## src/rtl/spi_word_receiver_if.sv

```systemverilog
// spi_word_receiver_if
//   Bundles the serial link (mosi/cs/sclk) and the parallel word handshake
//   of spi_word_receiver.
//   slave  : receiver side (serial in, words out)
//   master : producer/consumer side (drives the serial link and rx_ready)
//   Signals:
//     mosi, cs (active low), sclk : SPI mode 0 link, asynchronous
//     rx_data, rx_valid, rx_ready  : word handshake
//     frame_start, frame_end       : one-cycle frame boundary strobes
//     frame_error                  : frame ended with a partial word
//     word_count                   : complete words in current/last frame
//     overrun                      : sticky, a completed word was dropped
interface spi_word_receiver_if #(
  parameter int DATA_W = 16
);
  logic              mosi;
  logic              cs;
  logic              sclk;
  logic [DATA_W-1:0] rx_data;
  logic              rx_valid;
  logic              rx_ready;
  logic              frame_start;
  logic              frame_end;
  logic              frame_error;
  logic [7:0]        word_count;
  logic              overrun;

  modport slave (
    input  mosi, cs, sclk, rx_ready,
    output rx_data, rx_valid, frame_start, frame_end, frame_error,
           word_count, overrun
  );

  modport master (
    output mosi, cs, sclk, rx_ready,
    input  rx_data, rx_valid, frame_start, frame_end, frame_error,
           word_count, overrun
  );
endinterface

```

## src/rtl/spi_word_receiver.sv

```systemverilog
// spi_word_receiver
//   SPI mode 0, MSB-first slave receiver. Oversamples mosi/cs/sclk on the
//   system clock and presents completed words through a valid/ready
//   handshake, with frame strobes, a partial-frame error and a sticky
//   overrun flag.
//   Ports:
//     MAX10_CLK1_50 : system clock
//     reset         : asynchronous, active-high reset
//     bus           : spi_word_receiver_if.slave (serial link + word handshake)
//   Parameters:
//     DATA_W        : bits per word, 8..32
//     FIFO_DEPTH    : output FIFO entries (power of 2, >= 2)
//   Build option:
//     SPI_RX_FIFO_EN defined   -> FIFO_DEPTH-entry output FIFO
//     SPI_RX_FIFO_EN undefined -> single holding register
//
//   state     | meaning
//   ----------+-----------------------------------------------------------
//   WAIT_IDLE | after reset; wait for synchronized cs high (drops any
//             | frame already in progress)
//   IDLE      | between frames; cs falling edge starts a frame
//   SHIFT     | in a frame; sample mosi on sclk rise, cs rise ends frame
module spi_word_receiver #(
  parameter int DATA_W     = 16,
  parameter int FIFO_DEPTH = 8
) (
  input  logic               MAX10_CLK1_50,
  input  logic               reset,
  spi_word_receiver_if.slave bus
);

  typedef enum logic [1:0] {
    WAIT_IDLE = 2'd0,
    IDLE      = 2'd1,
    SHIFT     = 2'd2
  } state_t;

  localparam int CNT_W = $clog2(DATA_W);
  localparam logic [CNT_W-1:0] LAST_BIT = CNT_W'(DATA_W - 1);

  // [0] first sync stage, [1] synchronized, [2] delayed copy for edge detect
  logic [2:0] cs_sync;
  logic [2:0] sclk_sync;
  logic [2:0] mosi_sync;

  always_ff @(posedge MAX10_CLK1_50 or posedge reset) begin
    if (reset) begin
      cs_sync   <= 3'b111;
      sclk_sync <= 3'b000;
      mosi_sync <= 3'b000;
    end else begin
      cs_sync   <= {cs_sync[1:0], bus.cs};
      sclk_sync <= {sclk_sync[1:0], bus.sclk};
      mosi_sync <= {mosi_sync[1:0], bus.mosi};
    end
  end

  logic cs_fall, cs_rise, sclk_rise, mosi_dly;
  assign cs_fall   = cs_sync[2] & ~cs_sync[1];
  assign cs_rise   = cs_sync[1] & ~cs_sync[2];
  assign sclk_rise = sclk_sync[1] & ~sclk_sync[2];
  assign mosi_dly  = mosi_sync[2];

  // The synchronizers come out of reset showing cs high regardless of the
  // pin; hold WAIT_IDLE until they have flushed so a low cs at reset
  // release is not mistaken for idle and then a falling edge.
  logic [1:0] settle_cnt;

  always_ff @(posedge MAX10_CLK1_50 or posedge reset) begin
    if (reset)
      settle_cnt <= 2'd3;
    else if (settle_cnt != 2'd0)
      settle_cnt <= settle_cnt - 2'd1;
  end

  state_t state, state_nxt;

  always_ff @(posedge MAX10_CLK1_50 or posedge reset) begin
    if (reset)
      state <= WAIT_IDLE;
    else
      state <= state_nxt;
  end

  always_comb begin
    state_nxt = state;
    case (state)
      WAIT_IDLE: if (settle_cnt == 2'd0 && cs_sync[1]) state_nxt = IDLE;
      IDLE:      if (cs_fall) state_nxt = SHIFT;
      SHIFT:     if (cs_rise) state_nxt = IDLE;
      default:   state_nxt = WAIT_IDLE;
    endcase
  end

  logic [CNT_W-1:0] bit_cnt, bit_cnt_nxt;
  logic             start_frame, shift_en, word_done, end_frame, err_nxt;

  // A coincident sclk rise is folded into bit_cnt_nxt before the partial
  // check, so a last bit arriving with cs rise still completes the word.
  always_comb begin
    start_frame = 1'b0;
    shift_en    = 1'b0;
    word_done   = 1'b0;
    end_frame   = 1'b0;
    err_nxt     = 1'b0;
    bit_cnt_nxt = bit_cnt;
    case (state)
      IDLE: start_frame = cs_fall;
      SHIFT: begin
        shift_en  = sclk_rise;
        word_done = sclk_rise && (bit_cnt == LAST_BIT);
        if (word_done)
          bit_cnt_nxt = '0;
        else if (shift_en)
          bit_cnt_nxt = bit_cnt + CNT_W'(1);
        end_frame = cs_rise;
        err_nxt   = cs_rise && (bit_cnt_nxt != '0);
      end
      default: ;
    endcase
  end

  logic [DATA_W-2:0] shift_reg;
  logic [DATA_W-1:0] commit_word;
  logic              commit_q;
  logic [7:0]        word_cnt;
  logic              frame_start_q, frame_end_q, frame_error_q;

  always_ff @(posedge MAX10_CLK1_50 or posedge reset) begin
    if (reset) begin
      bit_cnt       <= '0;
      shift_reg     <= '0;
      commit_word   <= '0;
      commit_q      <= 1'b0;
      word_cnt      <= 8'd0;
      frame_start_q <= 1'b0;
      frame_end_q   <= 1'b0;
      frame_error_q <= 1'b0;
    end else begin
      frame_start_q <= start_frame;
      frame_end_q   <= end_frame;
      frame_error_q <= err_nxt;
      commit_q      <= word_done;
      bit_cnt       <= start_frame ? '0 : bit_cnt_nxt;
      if (shift_en)
        shift_reg <= {shift_reg[DATA_W-3:0], mosi_dly};
      if (word_done)
        commit_word <= {shift_reg, mosi_dly};
      if (start_frame)
        word_cnt <= 8'd0;
      else if (word_done && word_cnt != 8'hFF)
        word_cnt <= word_cnt + 8'd1;
    end
  end

  logic [DATA_W-1:0] out_data;
  logic              out_valid;
  logic              overrun_q;

`ifdef SPI_RX_FIFO_EN
  localparam int AW = $clog2(FIFO_DEPTH);

  logic [DATA_W-1:0] mem [FIFO_DEPTH];
  logic [AW-1:0]     wr_ptr, rd_ptr;
  logic [AW:0]       fill;
  logic              full, pop, push;

  assign full = (fill == (AW+1)'(FIFO_DEPTH));
  assign pop  = (fill != '0) && bus.rx_ready;
  // A pop in the same cycle frees the slot, so push still succeeds when full.
  assign push = commit_q && (!full || pop);

  always_ff @(posedge MAX10_CLK1_50 or posedge reset) begin
    if (reset) begin
      for (int i = 0; i < FIFO_DEPTH; i++)
        mem[i] <= '0;
      wr_ptr    <= '0;
      rd_ptr    <= '0;
      fill      <= '0;
      overrun_q <= 1'b0;
    end else begin
      if (push) begin
        mem[wr_ptr] <= commit_word;
        wr_ptr      <= wr_ptr + AW'(1);
      end
      if (pop)
        rd_ptr <= rd_ptr + AW'(1);
      fill <= fill + (AW+1)'(push) - (AW+1)'(pop);
      if (commit_q && !push)
        overrun_q <= 1'b1;
    end
  end

  assign out_data  = mem[rd_ptr];
  assign out_valid = (fill != '0);
`else
  logic unused_fifo_depth;
  assign unused_fifo_depth = |FIFO_DEPTH;

  always_ff @(posedge MAX10_CLK1_50 or posedge reset) begin
    if (reset) begin
      out_data  <= '0;
      out_valid <= 1'b0;
      overrun_q <= 1'b0;
    end else if (commit_q) begin
      if (!out_valid || bus.rx_ready) begin
        out_data  <= commit_word;
        out_valid <= 1'b1;
      end else begin
        overrun_q <= 1'b1;
      end
    end else if (out_valid && bus.rx_ready) begin
      out_valid <= 1'b0;
    end
  end
`endif

  assign bus.rx_data     = out_data;
  assign bus.rx_valid    = out_valid;
  assign bus.overrun     = overrun_q;
  assign bus.word_count  = word_cnt;
  assign bus.frame_start = frame_start_q;
  assign bus.frame_end   = frame_end_q;
  assign bus.frame_error = frame_error_q;

endmodule

```

## src/flat_wrapper.sv

```systemverilog
// flat-port wrapper written by rule: the top's interface ports become plain ports
module spi_word_receiver_flat 
#(
  parameter int DATA_W     = 16,
  parameter int FIFO_DEPTH = 8
)
  (MAX10_CLK1_50, reset, bus_mosi, bus_cs, bus_sclk, bus_rx_ready, bus_rx_data, bus_rx_valid, bus_frame_start, bus_frame_end, bus_frame_error, bus_word_count, bus_overrun);
  spi_word_receiver_if #(.DATA_W(DATA_W)) bus_i ();
  input  logic MAX10_CLK1_50;
  input  logic reset;
  input wire logic [$bits(bus_i.mosi)-1:0] bus_mosi;
  input wire logic [$bits(bus_i.cs)-1:0] bus_cs;
  input wire logic [$bits(bus_i.sclk)-1:0] bus_sclk;
  input wire logic [$bits(bus_i.rx_ready)-1:0] bus_rx_ready;
  output wire logic [$bits(bus_i.rx_data)-1:0] bus_rx_data;
  output wire logic [$bits(bus_i.rx_valid)-1:0] bus_rx_valid;
  output wire logic [$bits(bus_i.frame_start)-1:0] bus_frame_start;
  output wire logic [$bits(bus_i.frame_end)-1:0] bus_frame_end;
  output wire logic [$bits(bus_i.frame_error)-1:0] bus_frame_error;
  output wire logic [$bits(bus_i.word_count)-1:0] bus_word_count;
  output wire logic [$bits(bus_i.overrun)-1:0] bus_overrun;
  assign bus_i.mosi = bus_mosi;
  assign bus_i.cs = bus_cs;
  assign bus_i.sclk = bus_sclk;
  assign bus_i.rx_ready = bus_rx_ready;
  assign bus_rx_data = bus_i.rx_data;
  assign bus_rx_valid = bus_i.rx_valid;
  assign bus_frame_start = bus_i.frame_start;
  assign bus_frame_end = bus_i.frame_end;
  assign bus_frame_error = bus_i.frame_error;
  assign bus_word_count = bus_i.word_count;
  assign bus_overrun = bus_i.overrun;
  spi_word_receiver #(.DATA_W(DATA_W), .FIFO_DEPTH(FIFO_DEPTH)) u_core (.MAX10_CLK1_50(MAX10_CLK1_50), .reset(reset), .bus(bus_i));
endmodule
```

## config.mk

```make
export PLATFORM = sky130hd
export DESIGN_NAME = spi_word_receiver_flat
export DESIGN_NICKNAME = d
export VERILOG_FILES = /design/src/rtl/spi_word_receiver_if.sv /design/src/rtl/spi_word_receiver.sv /design/src/flat_wrapper.sv
export SDC_FILE = /design/constraint.sdc
export NUM_CORES = 1
export LEC_CHECK = 0
export ABC_CLOCK_PERIOD_IN_PS = 2000
export BUFFER_PORTS_ARGS = -buffer_cell sky130_fd_sc_hd__buf_4
export CAP_MARGIN = 20
export CORE_MARGIN = 3
export CORE_UTILIZATION = 40
export CTS_BUF_LIST = sky130_fd_sc_hd__clkbuf_16
export DETAILED_ROUTE_END_ITERATION = 7
export GPL_TIMING_DRIVEN = 0
export SLEW_MARGIN = 10
export SYNTH_ARGS = -nofsm -noshare
export SYNTH_HDL_FRONTEND = slang
export SYNTH_SLANG_ARGS = --single-unit
```

## constraint.sdc

```tcl
create_clock -name MAX10_CLK1_50 -period 2 [get_ports MAX10_CLK1_50]
set_input_delay 0.2 -clock MAX10_CLK1_50 [delete_from_list [all_inputs] [get_ports MAX10_CLK1_50]]
set_output_delay 0.2 -clock MAX10_CLK1_50 [all_outputs]
set_load 0.01 [all_outputs]
```

==> flow_summary.toml, run 1 <==
[critical_path]
r2r-end = "u_core.shift_reg[2]"
cp-end-kind = "flip-flop"
cp.arrival_ns = 2.08
reg2reg_from = "u_core.state[0]"
worst-r2r-cell-count = 4
critPathRequiredTime_ns = 2.21
r2r_slack_ns = 0.13
crit_path_max_fanout = 10
crit_type = "reg -> reg"
startpoint_type = "flip-flop"

[grt]
grt_usage = 0.138
antenna_found_initial = 0
grt_pass1_wl_mm = 9.33
grt_max_degree = 31
globalRouteOverflowTotal = 0
grt_pass1_vias = 1945

[place]
dp_cells = 380
placed_area_mm2 = 0.00346
dp_hpwl_mm = 3.40
dp_slack_ns = 0.0805
portBuffers = 34
routabilityCongestion = 0.765

[layout]
final_core_util = 0.519
drive_above_1_share = 0.332
n_antenna_cell = 0
postLayoutCellArea_mm2 = 0.00381
synthToLayoutAreaGrowth_pct = 25.2
final_cells = 400
num-nets-final = 305

[floorplan]
io-pin-count = 35
start_util = 0.415
rows = 31
die_w_um = 93.2
dieArea_mm2 = 0.00868
fp.dieH_um = 93.2
core_area_mm2 = 0.00733

[routing]
drt-initial-drc-count = 76
wirelength_mm = 5.20
wl_per_cell_um = 13.0
avgViaCountPerCell = 4.88
routed-via-count = 1951
final_antenna_net_count = 0
dr.pass1.iters = 4
drc = 0

[run_status]
status = "completed"

[logic_synthesis]
synth_common_cells = "dfrtp_1, nand2_1, mux2_2"
syn_inst = 245
syn_avg_cell_area_um2 = 12.4
synth_seq_area_share = 0.644
synth_async_sr_flop_share = 1.00
synthTopCellsByArea = "dfrtp_1, mux2_2, nand2_1, dfstp_2, ha_1"
ys_warn_count = 0
yosysTopAreaCell = "dfrtp_1"
synth_top_flop_cell = "dfrtp_1"
yosysMostFrequentCell = "dfrtp_1"
ys_ff_latch = 78
netlist_area_mm2 = 0.00304
synth_edf_count = 0
synth_cell_types = 43
synth_top_area_frac = 0.601
synth_nets = 254

[sta]
finalHoldViolations = 0
setup_viol = 0
final_max_slew_viol_count = 0
period_share = 0.934
finalWorstSetupSlack_ns = 0.133
fin_crit_ns = 1.87
fin_worst_skew_ns = 0.00554
clock.fmax_ghz = 0.535
rsz0062_at_grt = "no"
relSlewSlack = 0.637
tightest_slew_ns = 0.544
setup_tns_ns = 0

[clock_network]
root_buffer = "clkbuf_16"
clk_latency_ns = 0.33
post_cts_buffers = 0
cts_buffer_depth = 2
cts_buffers = 9
cts_tree = "done"
cts_sinks = 78
clkSlewWorstSetupHoldPaths_ns = 0.06
h-tree-depth = 3

[worst_hold_path]
hold_depth = 3
hold_start = "bus_rx_ready"
hp-class = "in -> reg"
hold_end = "u_core.bus.rx_valid"

[power_and_ir_drop]
power_density_mw_per_mm2 = 895
ir_worst_vdd_v = 0.000454
p_leak_nw = 1.95

[job]
cap_viol_max_count = 0
[through the flow]
stage	hold WS (ns)	power (mW)
after floorplan	0.204	1.77
after global placement	0.309	1.81
after detailed placement	0.289	1.83
after CTS	0.165	3.46
after global routing	0.184	3.56
final	0.177	3.41
[worst max-delay path by stage]
stage | from | endpoint | slack [ns]
3_3_place_gp | u_core.bit_cnt[0] | u_core.bus.word_count[6] | 0.13
2_1_floorplan | u_core.bit_cnt[0] | u_core.bus.word_count[6] | 0.28
3_5_place_dp | u_core.bit_cnt[0] | u_core.bus.word_count[5] | 0.08
4_1_cts | u_core.bit_cnt[0] | u_core.bus.word_count[5] | 0.07
5_1_grt | u_core.state[0] | u_core.shift_reg[3] | 0.01
6_report | u_core.state[0] | u_core.shift_reg[2] | 0.13
[timing repair]
item                       in CTS  in global routing
hold buffers                    4                  0
setup endpoints to repair       0                  4
hold endpoints to repair       21                  0
gates resized for setup         0                  2
[kinds of logic after synthesis]
family,share of synthesized area
simple gates,0.133
fa+ha+maj,0.0124
buf+inv,0.0198
compound gates,0.0601
xor+xnor,0.00865
flops,0.644
mux,0.121
[metal layers]
| metal | routed length, um | track usage | vias up |
|---|---|---|---|
| met3 | 182 | 0.0394 | 6 |
| met1 | 2500 | 0.192 | 977 |
| li1 | - | - | 941 |
| met5 | 0 | 0 | - |
| met4 | 50 | 0.0549 | 0 |
| met2 | 2470 | 0.203 | 27 |
[area by class of cell]
| cell class | count | area [um2] |
|---|---|---|
| flip-flops and latches | 78 | 1960 |
| fillers | 650 | 3520 |
| clock buffers | 9 | 225 |
| inverters | 8 | 33.8 |
| repair buffers | 40 | 335 |
| multi-input cells | 153 | 1020 |
| clock inverters | 7 | 75.1 |
| plain buffers | 6 | 30.0 |
| well taps | 99 | 124 |
[cells in the final DEF, fill, tap and decap left out, types with 3 or more instances in the layout]
cell type	synthesis	layout
dfrtp_1	73	72
nand2_1	57	57
buf_4	1	35
mux2_2	31	31
clkbuf_16	0	9
inv_1	7	7
o21ai_0	6	6
a21oi_1	6	6
nor2_1	5	5
dfstp_2	5	5
nand2b_1	4	4
nand3_1	4	4
or3_1	4	4
dlygate4sd3_1	0	4
buf_2	3	3
nor2b_1	3	3
clkinvlp_4	0	3
[critical path, stage by stage, from the launching register on]
cell	delay, ns
dfrtp_1	0.42
nand2b_1	0.25
nor2_2	0.38
buf_2	0.33
mux2_2	0.37
[power breakdown]
part	leakage (nW)	internal, mW	switching, mW
clock	0.143	0.969	0.631
sequential	1.05	1.63	0.0388
combinational	0.756	0.0669	0.0731
total	1.95	2.66	0.743
Note: power is estimated with default switching activity, not from simulation.
==> run 2: changes to the inputs <==
--- a/config.mk
+++ b/config.mk
@@ -8,12 +8,17 @@
 export ABC_CLOCK_PERIOD_IN_PS = 2000
 export BUFFER_PORTS_ARGS = -buffer_cell sky130_fd_sc_hd__buf_4
 export CAP_MARGIN = 20
+export CELL_PAD_IN_SITES_DETAIL_PLACEMENT = 0
+export CELL_PAD_IN_SITES_GLOBAL_PLACEMENT = 2
 export CORE_MARGIN = 3
-export CORE_UTILIZATION = 40
+export CORE_UTILIZATION = 35
 export CTS_BUF_LIST = sky130_fd_sc_hd__clkbuf_16
 export DETAILED_ROUTE_END_ITERATION = 7
+export GPL_ROUTABILITY_DRIVEN = 1
 export GPL_TIMING_DRIVEN = 0
+export PLACE_DENSITY_LB_ADDON = 0.1
 export SLEW_MARGIN = 10
 export SYNTH_ARGS = -nofsm -noshare
 export SYNTH_HDL_FRONTEND = slang
 export SYNTH_SLANG_ARGS = --single-unit
+export TNS_END_PERCENT = 30
==> flow_summary.toml, run 2 (synthesis gave the netlist of run 1 again) <==
[floorplan]
core_area_mm2 = 0.00834
io-pin-count = 35
rows = 33
dieArea_mm2 = 0.00984
die_w_um = 99.2
start_util = 0.364
fp.dieH_um = 99.2

[sta]
setup_viol = 0
period_share = 0.941
relSlewSlack = 0.602
finalWorstSetupSlack_ns = 0.118
final_max_slew_viol_count = 0
finalHoldViolations = 0
tightest_slew_ns = 0.595
clock.fmax_ghz = 0.531
setup_tns_ns = 0
rsz0062_at_grt = "no"
fin_worst_skew_ns = 0.00499
fin_crit_ns = 1.88

[layout]
drive_above_1_share = 0.330
synthToLayoutAreaGrowth_pct = 24.9
n_antenna_cell = 0
mostFrequentLayoutCell = "dfrtp_1"
fillCellCount = 805
final_cell_mix = "dfrtp_1, nand2_1, buf_4, mux2_2, clkbuf_16"
regArea_mm2 = 0.00196
num-nets-final = 305
multi_input_area_mm2 = 0.00102

[power_and_ir_drop]
intPower_mw = 2.64
p_clk_frac = 0.458
power_density_mw_per_mm2 = 877
ir_worst_vdd_v = 0.000401
p_comb_frac = 0.042
p_leak_nw = 1.95
seq_power_share = 0.500
p_switching_uw = 690
p_sw_frac = 0.207

[routing]
drt-initial-drc-count = 60
drc = 0
final_antenna_net_count = 0
wirelength_mm = 5.24
avgViaCountPerCell = 4.78
wl_per_cell_um = 12.9
routed-via-count = 1934
dr.pass1.iters = 4

[place]
dp_slack_ns = 0.0918
dp_hpwl_mm = 3.58
routabilityCongestion = 0.753
portBuffers = 34

[clock_network]
h-tree-depth = 3
post_cts_buffers = 0
clkSlewWorstSetupHoldPaths_ns = 0.06
root_buffer = "clkbuf_16"
cts_tree = "done"
cts_sinks = 78
clk_latency_ns = 0.32
cts_buffer_depth = 2
cts_buffers = 9

[critical_path]
cp-end-kind = "flip-flop"
cp.arrival_ns = 2.09
crit_path_max_fanout = 10
critPathRequiredTime_ns = 2.20
startpoint_type = "flip-flop"
crit_type = "reg -> reg"

[worst_hold_path]
hp-class = "in -> reg"

[grt]
antenna_found_initial = 0
grt_pass1_vias = 1876
grt_pass1_wl_mm = 9.23
grt_usage = 0.119
globalRouteOverflowTotal = 0
grt_max_degree = 34

[job]
cap_viol_max_count = 0

[run_status]
status = "completed"
## run 2: area by class of cell
type	instances	area share
sequential	78	0.516
multi-input combinational	153	0.270
timing repair buffer	40	0.0884
clock buffer	9	0.0593
tap	105	0.0346
clock inverter	6	0.0142
inverter	8	0.00989
buffer	6	0.00791
## run 2: power by group through the flow
| stage | clock (mW) | combinational [mW] | sequential, mW |
|---|---|---|---|
| floorplan | 0 | 0.0919 | 1.68 |
| global placement | 0 | 0.128 | 1.69 |
| global route | 1.65 | 0.157 | 1.67 |
| finish | 1.52 | 0.140 | 1.66 |
| CTS | 1.59 | 0.145 | 1.66 |
| detailed placement | 0 | 0.139 | 1.69 |
## run 2: per-layer routing
layer / global-route usage / vias to the layer above / routed length (um)
li1: - / 935 / -
met4: 0.0567 / 0 / 109
met2: 0.163 / 39 / 2230
met3: 0.0393 / 8 / 266
met5: 0 / - / 0
met1: 0.170 / 952 / 2630
## run 2: stage by stage
| stage | power, mW | hold WS [ns] | instances | cell area [um2] | utilization |
|---|---|---|---|---|---|
| after floorplan | 1.77 | 0.204 | 245 | 3040 | - |
| after global placement | 1.82 | 0.308 | 384 | 3430 | 0.411 |
| after detailed placement | 1.83 | 0.238 | 386 | 3470 | 0.416 |
| after CTS | 3.40 | 0.182 | 405 | 3790 | 0.454 |
| after global routing | 3.48 | 0.216 | 405 | 3790 | 0.455 |
| final | 3.33 | 0.186 | 405 | 3790 | 0.455 |
## run 2: timing repair
action,CTS,global route
hold buffers,4,0
endpoints found under the hold margin,13,0
resized for setup,0,2
setup endpoints to repair,0,10
## run 2: path summary, 6_finish.rpt
path	to	startpoint	depth (start not counted)	slack, ns
max in group asynchronous	u_core.bus.word_count[0]	reset	4	1.07
min in group asynchronous	u_core.sclk_sync[0]	reset	3	0.43
worst max register to register	u_core.shift_reg[6]	u_core.state[0]	4	0.12
worst min-delay path	u_core.bus.rx_valid	bus_rx_ready	3	0.19
worst max-delay path	u_core.shift_reg[6]	u_core.state[0]	4	0.12
worst min register to register	u_core.mosi_sync[2]	u_core.mosi_sync[1]	0	0.35
## run 2: worst max-delay path, stage by stage (launching register included)
cell	delay, ns
dfrtp_1	0.41
nand2b_1	0.25
nor2_2	0.40
buf_2	0.34
mux2_2	0.37
